[config.mk]
export PLATFORM = sky130hd
export DESIGN_NAME = lfsr_err_counter
export DESIGN_NICKNAME = d
export VERILOG_FILES = /design/src/rtl/lfsr_err_counter.sv
export SDC_FILE = /design/constraint.sdc
export NUM_CORES = 1
export LEC_CHECK = 0
export CORE_UTILIZATION = 45
export CTS_CLUSTER_DIAMETER = 50
export DETAILED_ROUTE_END_ITERATION = 6
export PLACE_DENSITY = 0.78
export SLEW_MARGIN = 20
export SYNTH_ARGS = -nofsm -noshare
export SYNTH_HDL_FRONTEND = slang
export SYNTH_SLANG_ARGS = --single-unit
[constraint.sdc]
create_clock -name CLK -period 4.95 [get_ports CLK]
set_input_delay 0.495 -clock CLK [delete_from_list [all_inputs] [get_ports CLK]]
set_output_delay 0.495 -clock CLK [all_outputs]
set_load 0.005 [all_outputs]
[src/rtl/lfsr_err_counter.sv]
// lfsr_err_counter: saturating error counter with clear priority.
//   CLK, RESET : clock, synchronous active-high reset
//   clr_i      : clear; an increment in the same cycle still lands (result = inc_i)
//   inc_en_i   : add inc_i this cycle
//   inc_i      : increment amount (1, or a popcount)
//   count_o    : current count, saturates at all-ones
module lfsr_err_counter #(
    parameter int CNT_W = 16,
    parameter int INC_W = 5
) (
    input  logic             CLK,
    input  logic             RESET,
    input  logic             clr_i,
    input  logic             inc_en_i,
    input  logic [INC_W-1:0] inc_i,
    output logic [CNT_W-1:0] count_o
);
    // One spare bit above the wider operand so overflow is visible before clamping.
    localparam int SUM_W = ((CNT_W > INC_W) ? CNT_W : INC_W) + 1;

    logic [CNT_W-1:0] count_q, count_d, base;
    logic [SUM_W-1:0] sum;

    always_comb begin
        base    = clr_i ? '0 : count_q;
        sum     = SUM_W'(base) + SUM_W'(inc_i);
        count_d = base;
        if (inc_en_i)
            count_d = (sum > SUM_W'({CNT_W{1'b1}})) ? {CNT_W{1'b1}} : CNT_W'(sum);
    end

    always_ff @(posedge CLK) begin
        if (RESET) count_q <= '0;
        else       count_q <= count_d;
    end

    assign count_o = count_q;
endmodule

; Yosys cells after proc, flatten, opt, wreduce, memory -nomap -nowiden
; Cells that the tools add are included.
[word_totals]
ff_bits = 16
input_bits = 9
output_inout_bits = 16
elab_cells = 6
[classes]
add_sub_neg = 1
magnitude_cmp = 1
n_mux = 3
[ops]
columns = cell, count
row1 = $mux 16, 3
row2 = $add 16x5->17, 1
row3 = $gt 17x16->1 const B, 1

; Logic depth before layout (Yosys ltp)
; Gate-level depths: netlist (run 1).
[depth]
word_depth = 5
ltp_mapped = 10
mapped_depth_nobuf = 9

; Worst setup path after synthesis (run 1)
; Ideal clock, no wire load.
[synth_timing]
path_type = input port to flip-flop
from = input port clr_i
to = register count_q[5], in the netlist count_o[5]
setup_ns = 0.067
arrival_time_ns = 2.478
required_time_ns = 4.883
path_slack_ns = 2.405
path_stages = 10
n_path_buf = 1
path_cell_list = buf_2 -> nor2b_1 -> ha_1 -> inv_1 -> fa_1 -> and2b_2 -> o311ai_4 -> a21o_4 -> or3_4 -> o21ai_2
[synth_between]
elab_chain_len = 5
[synth_lines]
columns = element, line
row1 = start: declaration, 13  ; input logic clr_i,
row2 = $mux 16 *, 25  ; base = clr_i ? '0 : count_q;
row3 = $add 16x5->17, 26  ; sum = SUM_W'(base) + SUM_W'(inc_i);
row4 = $gt 17x16->1, 29  ; count_d = (sum > SUM_W'({CNT_W{1'b1}})) ? {CNT_W{1'b1}} : CNT_W'(sum);
row5 = $mux 16, 29
row6 = $mux 16 *, 28  ; if (inc_en_i)
row7 = end signal: assignment, 34  ; else count_q <= count_d;
row8 = end: declaration, 21  ; logic [CNT_W-1:0] count_q, count_d, base;
; Mark *: on every way between the ends. The rest lies on a longest branch, timed or not.
; A chain may end at the register's enable or synchronous reset.

; Worst setup path after layout (run 1)
[layout_timing]
from = input port clr_i
to = register count_q[7], in the netlist count_o[7]
; Same word-level chain as after synthesis.

==> run summary, run 1 <==
part of the cycle the worst path needs -> 0.6200
# clock sinks -> 16
Reg power frac -> 0.495
commonest cells in the netlist -> dfxtp_1, inv_1, nor2_1
DP Area -> 0.001359 mm^2
largest net degree at the start of global routing -> 18
Starting Density -> 0.4878
total gr overflow -> 0
Crit Path Category -> in2reg
filler instances -> 211
Syn-to-layout area delta -> 26.85%
Hold Buf Count CTS -> 0
final wirelength -> 2602 um
top cells by area, synth -> dfxtp_1, a311oi_1, ha_1, nor2b_1, o21ai_2
post-cts resize count -> 0
H-tree levels -> 1
critical path, cell by cell -> clkdlybuf4s50_1 > inv_1 > nand2_1 > inv_1 > ha_1 > a21oi_1 > nor2_1 > o2111ai_1 > or4_1 > nand3_2
Final Hold Violating Endpoints -> 0
Layout Skew -> 0.002135 ns
Achievable Freq -> 325.8 MHz
final setup vio count -> 0
total leakage power -> 0.5066 nW
Final Critical Period -> 3.069 ns
R2R Setup Slk -> 2.56 ns
worst r2r src -> count_o[0]
FFs w/ async S/R, synth -> 0
final net count -> 163
Critical Path Start Type -> input pin
Critical Path Sink Type -> register
Crit path arrival time -> 3.31 ns
row count -> 17
Logic pwr share -> 0.182
Slowest Stage Delay on Critical Path -> 0.79 ns
total power draw -> 0.0002704 W
unrepaired setup endpoints after global routing -> false
CTS Buffer Depth -> 2
top_reg_cell synth -> dfxtp_1
Remaining DRCs -> 0
Vias/cell -> 6.029
Synth Instances -> 123
yosys warns -> 0
core region area -> 0.002255 mm^2
reg2reg end -> count_o[5]
count leader, synth -> dfxtp_1
outcome -> finished, final reports clean
Worst-path clk slew -> 0.10 ns
vias in the first global route -> 960
max reg flops -> 16
post-synthesis sequential area ratio -> 0.2912
first-pass detailed-route iteration total -> 4
total CTS buffers -> 3
Slew HR -> 0.5396
synthesized area per cell -> 8.942 um^2
mapped cell area -> 0.001100 mm^2
first-pass GRT wire length -> 4264 um
all-layer global routing usage -> 0.2139
WHS Path Cells -> 2
clk_lat worst skew -> 0.29 ns
CP Max Fanout -> 12
Worst Hold Launch -> count_o[15]
Vias -> 1,055
hold endpoint -> count_o[14]
antenna violations before repair -> 0
Switching Fraction -> 0.2575
initial drt markers -> 21
layout cells sized above 1 -> 0.1224
Critical-path top delay cell -> clkdlybuf4s50_1
most frequent cell on the critical path -> inv_1
die width -> 51.44 um
HPWL after detailed placement -> 1947 um
Synth cell types -> 42
Clk pwr share -> 0.323
Die Y -> 51.44 um
root buffer cell -> clkbuf_4
antenna cell count -> 0
fin area -> 0.001395 mm^2
Switch Pwr -> 0.00006964 W
WL per Instance -> 14.87 um
number of post-CTS setup repair buffers -> 0
pwr dens -> 193.8 mW/mm^2
EDFF count, synth -> 0
CTS tree -> done
Hold Path Class -> reg2reg
worst vdd ir -> 0.1159 mV
final core utilization -> 0.6188
die area -> 0.002646 mm^2
Synth top area share -> 0.2912
#FFs+latches synth -> 16
Worst R2R Path Depth -> 9
Max-Cap Viols -> 0
TNS Setup -> 0 ns
Routed Antenna Nets -> 0
largest area contributor in the netlist -> dfxtp_1
worst path required time -> 5.19 ns
fin. max-slew vios -> 0
internal power -> 0.0002008 W
syn nets -> 138
port bufs -> 24
Placer Congestion -> 0.8938
I/O pin cnt -> 25
Worst-Margin Slew -> 0.6885 ns
metal layers:
metal | part of all wire | up-vias | wire (um) | GRT usage
met3 | 0.066 | 3 | 173 | 0.02679
met4 | 0.0050 | 0 | 13 | 0.04054
met5 | 0 | - | 0 | 0
met1 | 0.43 | 495 | 1116 | 0.2740
li1 | - | 508 | - | -
met2 | 0.50 | 49 | 1298 | 0.3810
kinds of logic (layout without fill, tap and decap cells):
kind of cell / Yosys count / count (layout) / share of synthesized area
flip-flops: 16 / 16 / 0.2912
adder cells (fa/ha/maj): 6 / 6 / 0.07509
AO/OA/AOI/OAI: 37 / 37 / 0.3038
buffers and inverters: 14 / 38 / 0.04892
XOR/XNOR: 7 / 7 / 0.05575
AND/OR/NAND/NOR: 43 / 43 / 0.2253
cell usage in the layout, fill, tap and decap left out, types with 2 or more instances in the layout:
cell,count
o31ai_1,2
nand4_1,2
a311oi_1,8
xor2_1,4
clkdlybuf4s50_1,24
dfxtp_1,16
a21oi_1,4
nor2_1,10
nand3_1,2
inv_1,10
ha_1,5
nor2b_1,7
o2111ai_1,3
o211ai_1,2
nand2_1,9
a211oi_1,2
o21ai_2,5
xnor2_1,3
a32oi_1,2
clkbuf_4,3
and2_1,2
metrics by stage:
step,hold WS (ns),setup slack [ns],instances
global placement,0.5438,1.736,171
detailed placement,0.5501,1.675,171
floorplan,0.5054,2.405,123
finish,0.5694,1.881,175
global route,0.6002,1.725,175
CTS,0.5594,1.971,175
power groups by stage:
stage                     Clock (W)  Sequential (W)  Combinational, W
after floorplan                   0        0.000137         0.0000298
after global placement            0        0.000137         0.0000479
after detailed placement          0        0.000137         0.0000491
after CTS                 0.0000882        0.000134         0.0000493
after global routing      0.0000955        0.000134         0.0000536
final                     0.0000873        0.000134         0.0000493
worst max path at each step:
stage                      from          end  slack [ns]  depth (start not counted)
after floorplan           clr_i   count_o[5]        2.40                         10
after global placement    clr_i  count_o[11]        1.74                         10
after detailed placement  clr_i   count_o[5]        1.68                         10
after CTS                 clr_i  count_o[11]        1.97                         10
after global routing      clr_i   count_o[7]        1.72                         10
final                     clr_i   count_o[7]        1.88                         10
critical path, delay by kind of cell:
family,cells,cell delay [ns]
and+or+nand+nor,4,1.14
adders and majority gates,1,0.27
AOI/OAI and AO/OA,2,0.29
buffers and inverters,3,1.11
final cells by class:
type	count	area (um^2)	share of cell area
clock buffer	4	36.28	0.02601
inverter	10	37.54	0.02691
tap	28	35.03	0.02511
sequential	16	320.3	0.2296
multi-input combinational	93	725.7	0.5202
timing repair buffer	24	240.2	0.1722
(Power assumes the default switching activity.)
==> run 2, diff against run 1 <==
--- a/config.mk
+++ b/config.mk
@@ -5,10 +5,10 @@
 export SDC_FILE = /design/constraint.sdc
 export NUM_CORES = 1
 export LEC_CHECK = 0
-export CORE_UTILIZATION = 45
+export CORE_UTILIZATION = 44
 export CTS_CLUSTER_DIAMETER = 50
 export DETAILED_ROUTE_END_ITERATION = 6
-export PLACE_DENSITY = 0.78
+export PLACE_DENSITY = 0.79
 export SLEW_MARGIN = 20
 export SYNTH_ARGS = -nofsm -noshare
 export SYNTH_HDL_FRONTEND = slang
==> constraint.sdc (replaced) <==
create_clock -name CLK -period 2.5 [get_ports CLK]
set_input_delay 0.25 -clock CLK [delete_from_list [all_inputs] [get_ports CLK]]
set_output_delay 0.25 -clock CLK [all_outputs]
set_load 0.005 [all_outputs]
==> run 2 against run 1 <==
Final cell count rose by 8.0%. Sequential share of layout area fell by 1.8 points. Die area rose by 2.2%. First-iteration DRC count rose by 67%. Setup slack got worse by 1.7 ns. Non-clock buffer count rose by 14. Clock-buffer cell count did not move. Largest cell class unchanged. Largest power group unchanged.
==> run summary, run 2 (synthesis gave the netlist of run 1 again) <==
Final Critical Period -> 2.353 ns
Clk pwr share -> 0.316
Slew HR -> 0.7298
total leakage power -> 0.5864 nW
area of the multi-input gates -> 739.5 um^2
port bufs -> 24
pwr dens -> 369.4 mW/mm^2
Worst-path clk slew -> 0.10 ns
Worst R2R Path Depth -> 9
Layout Skew -> 0.009045 ns
Vias -> 1,105
antenna cell count -> 0
total gr overflow -> 0
max reg flops -> 16
Slowest Stage Delay on Critical Path -> 0.42 ns
HPWL after detailed placement -> 2269 um
Switch Pwr -> 0.0001486 W
WL per Instance -> 15.83 um
WHS Path Cells -> 5
fin. max-slew vios -> 0
largest net degree at the start of global routing -> 11
unrepaired setup endpoints after global routing -> false
Remaining DRCs -> 0
outcome -> finished, final reports clean
filler instances -> 204
Logic pwr share -> 0.210
CTS Buffer Depth -> 2
Achievable Freq -> 425.1 MHz
vias in the first global route -> 1,054
row count -> 17
CTS tree -> done
post-route worst setup slack -> 0.1474 ns
final setup vio count -> 0
worst path required time -> 2.73 ns
Die Y -> 52.00 um
Max-Cap Viols -> 0
reg2reg end -> count_o[9]
Starting Density -> 0.4832
Crit path arrival time -> 2.59 ns
Final Hold Violating Endpoints -> 0
total CTS buffers -> 3
layout cells sized above 1 -> 0.2236
Reg power frac -> 0.474
initial drt markers -> 35
Critical Path Sink Type -> register
clk_lat worst skew -> 0.30 ns
first-pass GRT wire length -> 4747 um
most frequent cells in the layout -> clkdlybuf4s50_1, dfxtp_1, buf_4
critical path, cell by cell -> nor2b_2 > ha_2 > inv_1 > fa_1 > and2b_2 > o311ai_4 > a21o_4 > or3_4 > o21ai_2
Placer Congestion -> 0.8856
Critical Path Start Type -> register
Worst-Margin Slew -> 0.4040 ns
internal power -> 0.0004116 W
part of the cycle the worst path needs -> 0.9410
CP Max Fanout -> 5
Hold Path Class -> in2reg
Switching Fraction -> 0.2653
fin area -> 0.001516 mm^2
number of post-CTS setup repair buffers -> 0
DP Area -> 0.001464 mm^2
Syn-to-layout area delta -> 37.88%
hold endpoint -> count_o[0]
first-pass detailed-route iteration total -> 4
Vias/cell -> 5.847
antenna violations before repair -> 0
leading cell type in the layout, fill and taps excluded -> clkdlybuf4s50_1
die width -> 52.00 um
Worst Hold Launch -> clr_i
Cells after DPL -> 185
Critical-path top delay cell -> or3_4
all-layer global routing usage -> 0.2401
worst vdd ir -> 0.2801 mV
Crit Path Category -> reg2reg
post-route insts no fill -> 189
core region area -> 0.002276 mm^2
die area -> 0.002703 mm^2
Routed Antenna Nets -> 0
Reg area -> 320.3 um^2
R2R Setup Slk -> 0.15 ns
final net count -> 177
# clock sinks -> 16
pre-CTS WS -> -0.2287 ns
root buffer cell -> clkbuf_4
final wirelength -> 2991 um
post-cts resize count -> 0
TNS Setup -> 0 ns
Hold Buf Count CTS -> 0
I/O pin cnt -> 25
worst r2r src -> count_o[0]
Final Hold Slack -> 0.4638 ns
H-tree levels -> 1
==> run 2: cell types whose count changed in the layout (fill, tap and decap cells not counted), sizes merged <==
cell / change
dlymetal6s2s: +1
clkdlybuf4s50: -1
buf: +14
==> run 2: metal layers <==
layer	wire length, um	track usage
met5	0	0
met4	44	0.08108
met3	153	0.03216
met2	1554	0.4338
met1	1238	0.2860
==> run 2: power by group through the flow <==
| stage | Clock [W] | Combinational, W | Sequential [W] |
|---|---|---|---|
| 6_report | 0.000177 | 0.000118 | 0.000265 |
| 4_1_cts | 0.000182 | 0.000115 | 0.000265 |
| 2_1_floorplan | 0 | 0.0000590 | 0.000271 |
| 5_1_grt | 0.000194 | 0.000127 | 0.000266 |
| 3_3_place_gp | 0 | 0.000111 | 0.000271 |
| 3_5_place_dp | 0 | 0.000113 | 0.000271 |
==> run 2: how the worst max path moves through the flow <==
stage | cells after the start | end | from | slack [ns]
2_1_floorplan | 10 | count_o[5] | clr_i | 0.20
3_3_place_gp | 10 | count_o[13] | clr_i | -0.16
3_5_place_dp | 10 | count_o[14] | clr_i | -0.23
4_1_cts | 10 | count_o[14] | clr_i | 0.07
5_1_grt | 9 | count_o[14] | count_o[0] | 0.006
6_report | 9 | count_o[9] | count_o[0] | 0.15
==> run 2: layout make-up <==
cell class / count / area share
inverters: 10 / 0.02475
flip-flops and latches: 16 / 0.2112
multi-input cells: 93 / 0.4876
well taps: 28 / 0.02310
clock buffers: 4 / 0.02393
repair buffers: 38 / 0.2294
==> run 2: stage by stage <==
stage	utilization	total power, W
after floorplan	-	0.0003301
after global placement	0.6432	0.0003819
after detailed placement	0.6432	0.0003845
after CTS	0.6592	0.0005617
after global routing	0.6663	0.0005868
final	0.6663	0.0005602
==> run 2: critical path: cells and delay by family (launching register included) <==
family | cells | cell delay [ns]
buf+inv | 1 | 0.05
fa+ha+maj | 2 | 0.57
compound gates | 3 | 0.46
simple gates | 3 | 0.86
flops | 1 | 0.36
==> run 3, diff against run 2 <==
--- a/config.mk
+++ b/config.mk
@@ -5,11 +5,12 @@
 export SDC_FILE = /design/constraint.sdc
 export NUM_CORES = 1
 export LEC_CHECK = 0
-export CORE_UTILIZATION = 44
+export CORE_UTILIZATION = 45
 export CTS_CLUSTER_DIAMETER = 50
 export DETAILED_ROUTE_END_ITERATION = 6
-export PLACE_DENSITY = 0.79
+export PLACE_DENSITY = 0.78
 export SLEW_MARGIN = 20
 export SYNTH_ARGS = -nofsm -noshare
 export SYNTH_HDL_FRONTEND = slang
 export SYNTH_SLANG_ARGS = --single-unit
+export TNS_END_PERCENT = 10
==> constraint.sdc (replaced) <==
create_clock -name CLK -period 2.42 [get_ports CLK]
set_input_delay 0.242 -clock CLK [delete_from_list [all_inputs] [get_ports CLK]]
set_output_delay 0.242 -clock CLK [all_outputs]
set_load 0.005 [all_outputs]
==> run 3 against run 2 <==
Critical path depth unchanged. Non-clock buffer count increased by 2. Routed wire length decreased by 0.17%. Largest cell class unchanged.
==> run summary, run 3 (synthesis gave the netlist of run 1 again) <==
part of the cycle the worst path needs -> 0.9520
worst path required time -> 2.65 ns
Worst Hold Launch -> count_o[10]
clk_lat worst skew -> 0.29 ns
row count -> 17
worst vdd ir -> 0.2357 mV
layout cells sized above 1 -> 0.2147
total CTS buffers -> 3
worst path bufs/invs -> 1
core region area -> 0.002255 mm^2
max reg flops -> 16
Hold Path Class -> reg2reg
hold endpoint -> count_o[10]
Slew HR -> 0.7194
total gr overflow -> 0
initial drt markers -> 16
R2R Setup Slk -> 0.12 ns
fin. max-slew vios -> 0
antenna cell count -> 0
WL per Instance -> 15.63 um
total power draw -> 0.0005802 W
Layout Skew -> 0.006166 ns
Critical-path top delay cell -> or3_4
first-pass detailed-route iteration total -> 4
HPWL after detailed placement -> 2344 um
Final Critical Period -> 2.304 ns
vias in the first global route -> 1,128
Syn-to-layout area delta -> 37.88%
Slowest Stage Delay on Critical Path -> 0.42 ns
pwr dens -> 382.6 mW/mm^2
largest net degree at the start of global routing -> 12
leading cell type in the layout, fill and taps excluded -> clkdlybuf4s50_1
Worst R2R Path Depth -> 9
all-layer global routing usage -> 0.2444
Critical Path Start Type -> register
unrepaired setup endpoints after global routing -> false
outcome -> finished, final reports clean
CTS Buffer Depth -> 2
final setup vio count -> 0
WHS Path Cells -> 1
most frequent cells in the layout -> clkdlybuf4s50_1, dfxtp_1, buf_4
Critical Path Sink Type -> register
die width -> 51.44 um
I/O pin cnt -> 25
reg2reg end -> count_o[5]
final wirelength -> 2986 um
CP delay by family, top -> simple AND/OR/NAND/NOR gates
root buffer cell -> clkbuf_4
port bufs -> 24
first-pass GRT wire length -> 4788 um
Worst-Margin Slew -> 0.4196 ns
final net count -> 179
Starting Density -> 0.4878
critical path, cell by cell -> nor2b_2 > ha_1 > inv_1 > fa_1 > and2b_2 > o311ai_4 > a21o_4 > or3_4 > o21ai_2
H-tree levels -> 1
CTS tree -> done
worst r2r src -> count_o[0]
total leakage power -> 0.5880 nW
Vias -> 1,129
Achievable Freq -> 434.1 MHz
TNS Setup -> 0 ns
Hold Buf Count CTS -> 0
# clock sinks -> 16
Remaining DRCs -> 0
Placer Congestion -> 0.8927
Worst-path clk slew -> 0.10 ns
Crit Path Category -> reg2reg
Vias/cell -> 5.911
Crit path arrival time -> 2.54 ns
number of post-CTS setup repair buffers -> 0
CP Max Fanout -> 5
Die Y -> 51.44 um
Final Hold Violating Endpoints -> 0
Routed Antenna Nets -> 0
die area -> 0.002646 mm^2
Max-Cap Viols -> 0
antenna violations before repair -> 0
run 3: cell count changes in the layout (fill, tap and decap cells not counted), sizes merged:
| cell | before | now |
|---|---|---|
| buf | 14 | 16 |
| dlygate4sd2 | 0 | 1 |
| dlymetal6s2s | 1 | 0 |
run 3: per-stage QoR:
step | hold WS [ns] | instances | area [um^2] | utilization | setup WS [ns]
final | 0.5477 | 191 | 1516 | 0.6726 | 0.1162
after global routing | 0.5770 | 191 | 1516 | 0.6726 | 0.01223
after floorplan | 0.4512 | 123 | 1100 | - | 0.1276
after CTS | 0.5420 | 191 | 1514 | 0.6715 | 0.07940
after detailed placement | 0.5248 | 187 | 1479 | 0.6559 | -0.3051
after global placement | 0.5200 | 187 | 1479 | 0.6559 | -0.2455
run 3: layer usage:
layer	part of all wire	routed length (um)	track usage	up-vias
li1	-	-	-	543
met1	0.43	1280	0.2708	535
met2	0.51	1513	0.4416	43
met3	0.045	135	0.03869	8
met4	0.019	57	0.1261	0
met5	0	0	0	-
run 3: power breakdown:
part | total [W] | switching, W | internal (W)
sequential | 0.000274 | 0.00000363 | 0.000270
combinational | 0.000124 | 0.0000583 | 0.0000654
clock | 0.000183 | 0.0000911 | 0.0000917
total | 0.000580 | 0.000153 | 0.000427
run 3: area by class of cell:
| type | instances | area (um^2) |
|---|---|---|
| Clock buffer | 4 | 36.28 |
| Fill cell | 210 | 738.2 |
| Inverter | 10 | 37.54 |
| Multi-Input combinational cell | 93 | 728.2 |
| Sequential cell | 16 | 320.3 |
| Tap cell | 28 | 35.03 |
| Timing Repair Buffer | 40 | 359.1 |
run 3: repair_timing:
action                                  4_1_cts  5_1_grt
gates resized for setup                       1        1
endpoints found under the setup margin        6       10
pin swaps                                     1        0
run 3: how the worst max path moves through the flow:
stage / startpoint / end / slack [ns] / cells past startpoint
after floorplan: clr_i / count_o[5] / 0.13 / 10
after global placement: clr_i / count_o[7] / -0.25 / 10
after detailed placement: clr_i / count_o[5] / -0.31 / 10
after CTS: count_o[0] / count_o[5] / 0.08 / 9
after global routing: count_o[0] / count_o[14] / 0.01 / 9
final: count_o[0] / count_o[5] / 0.12 / 9
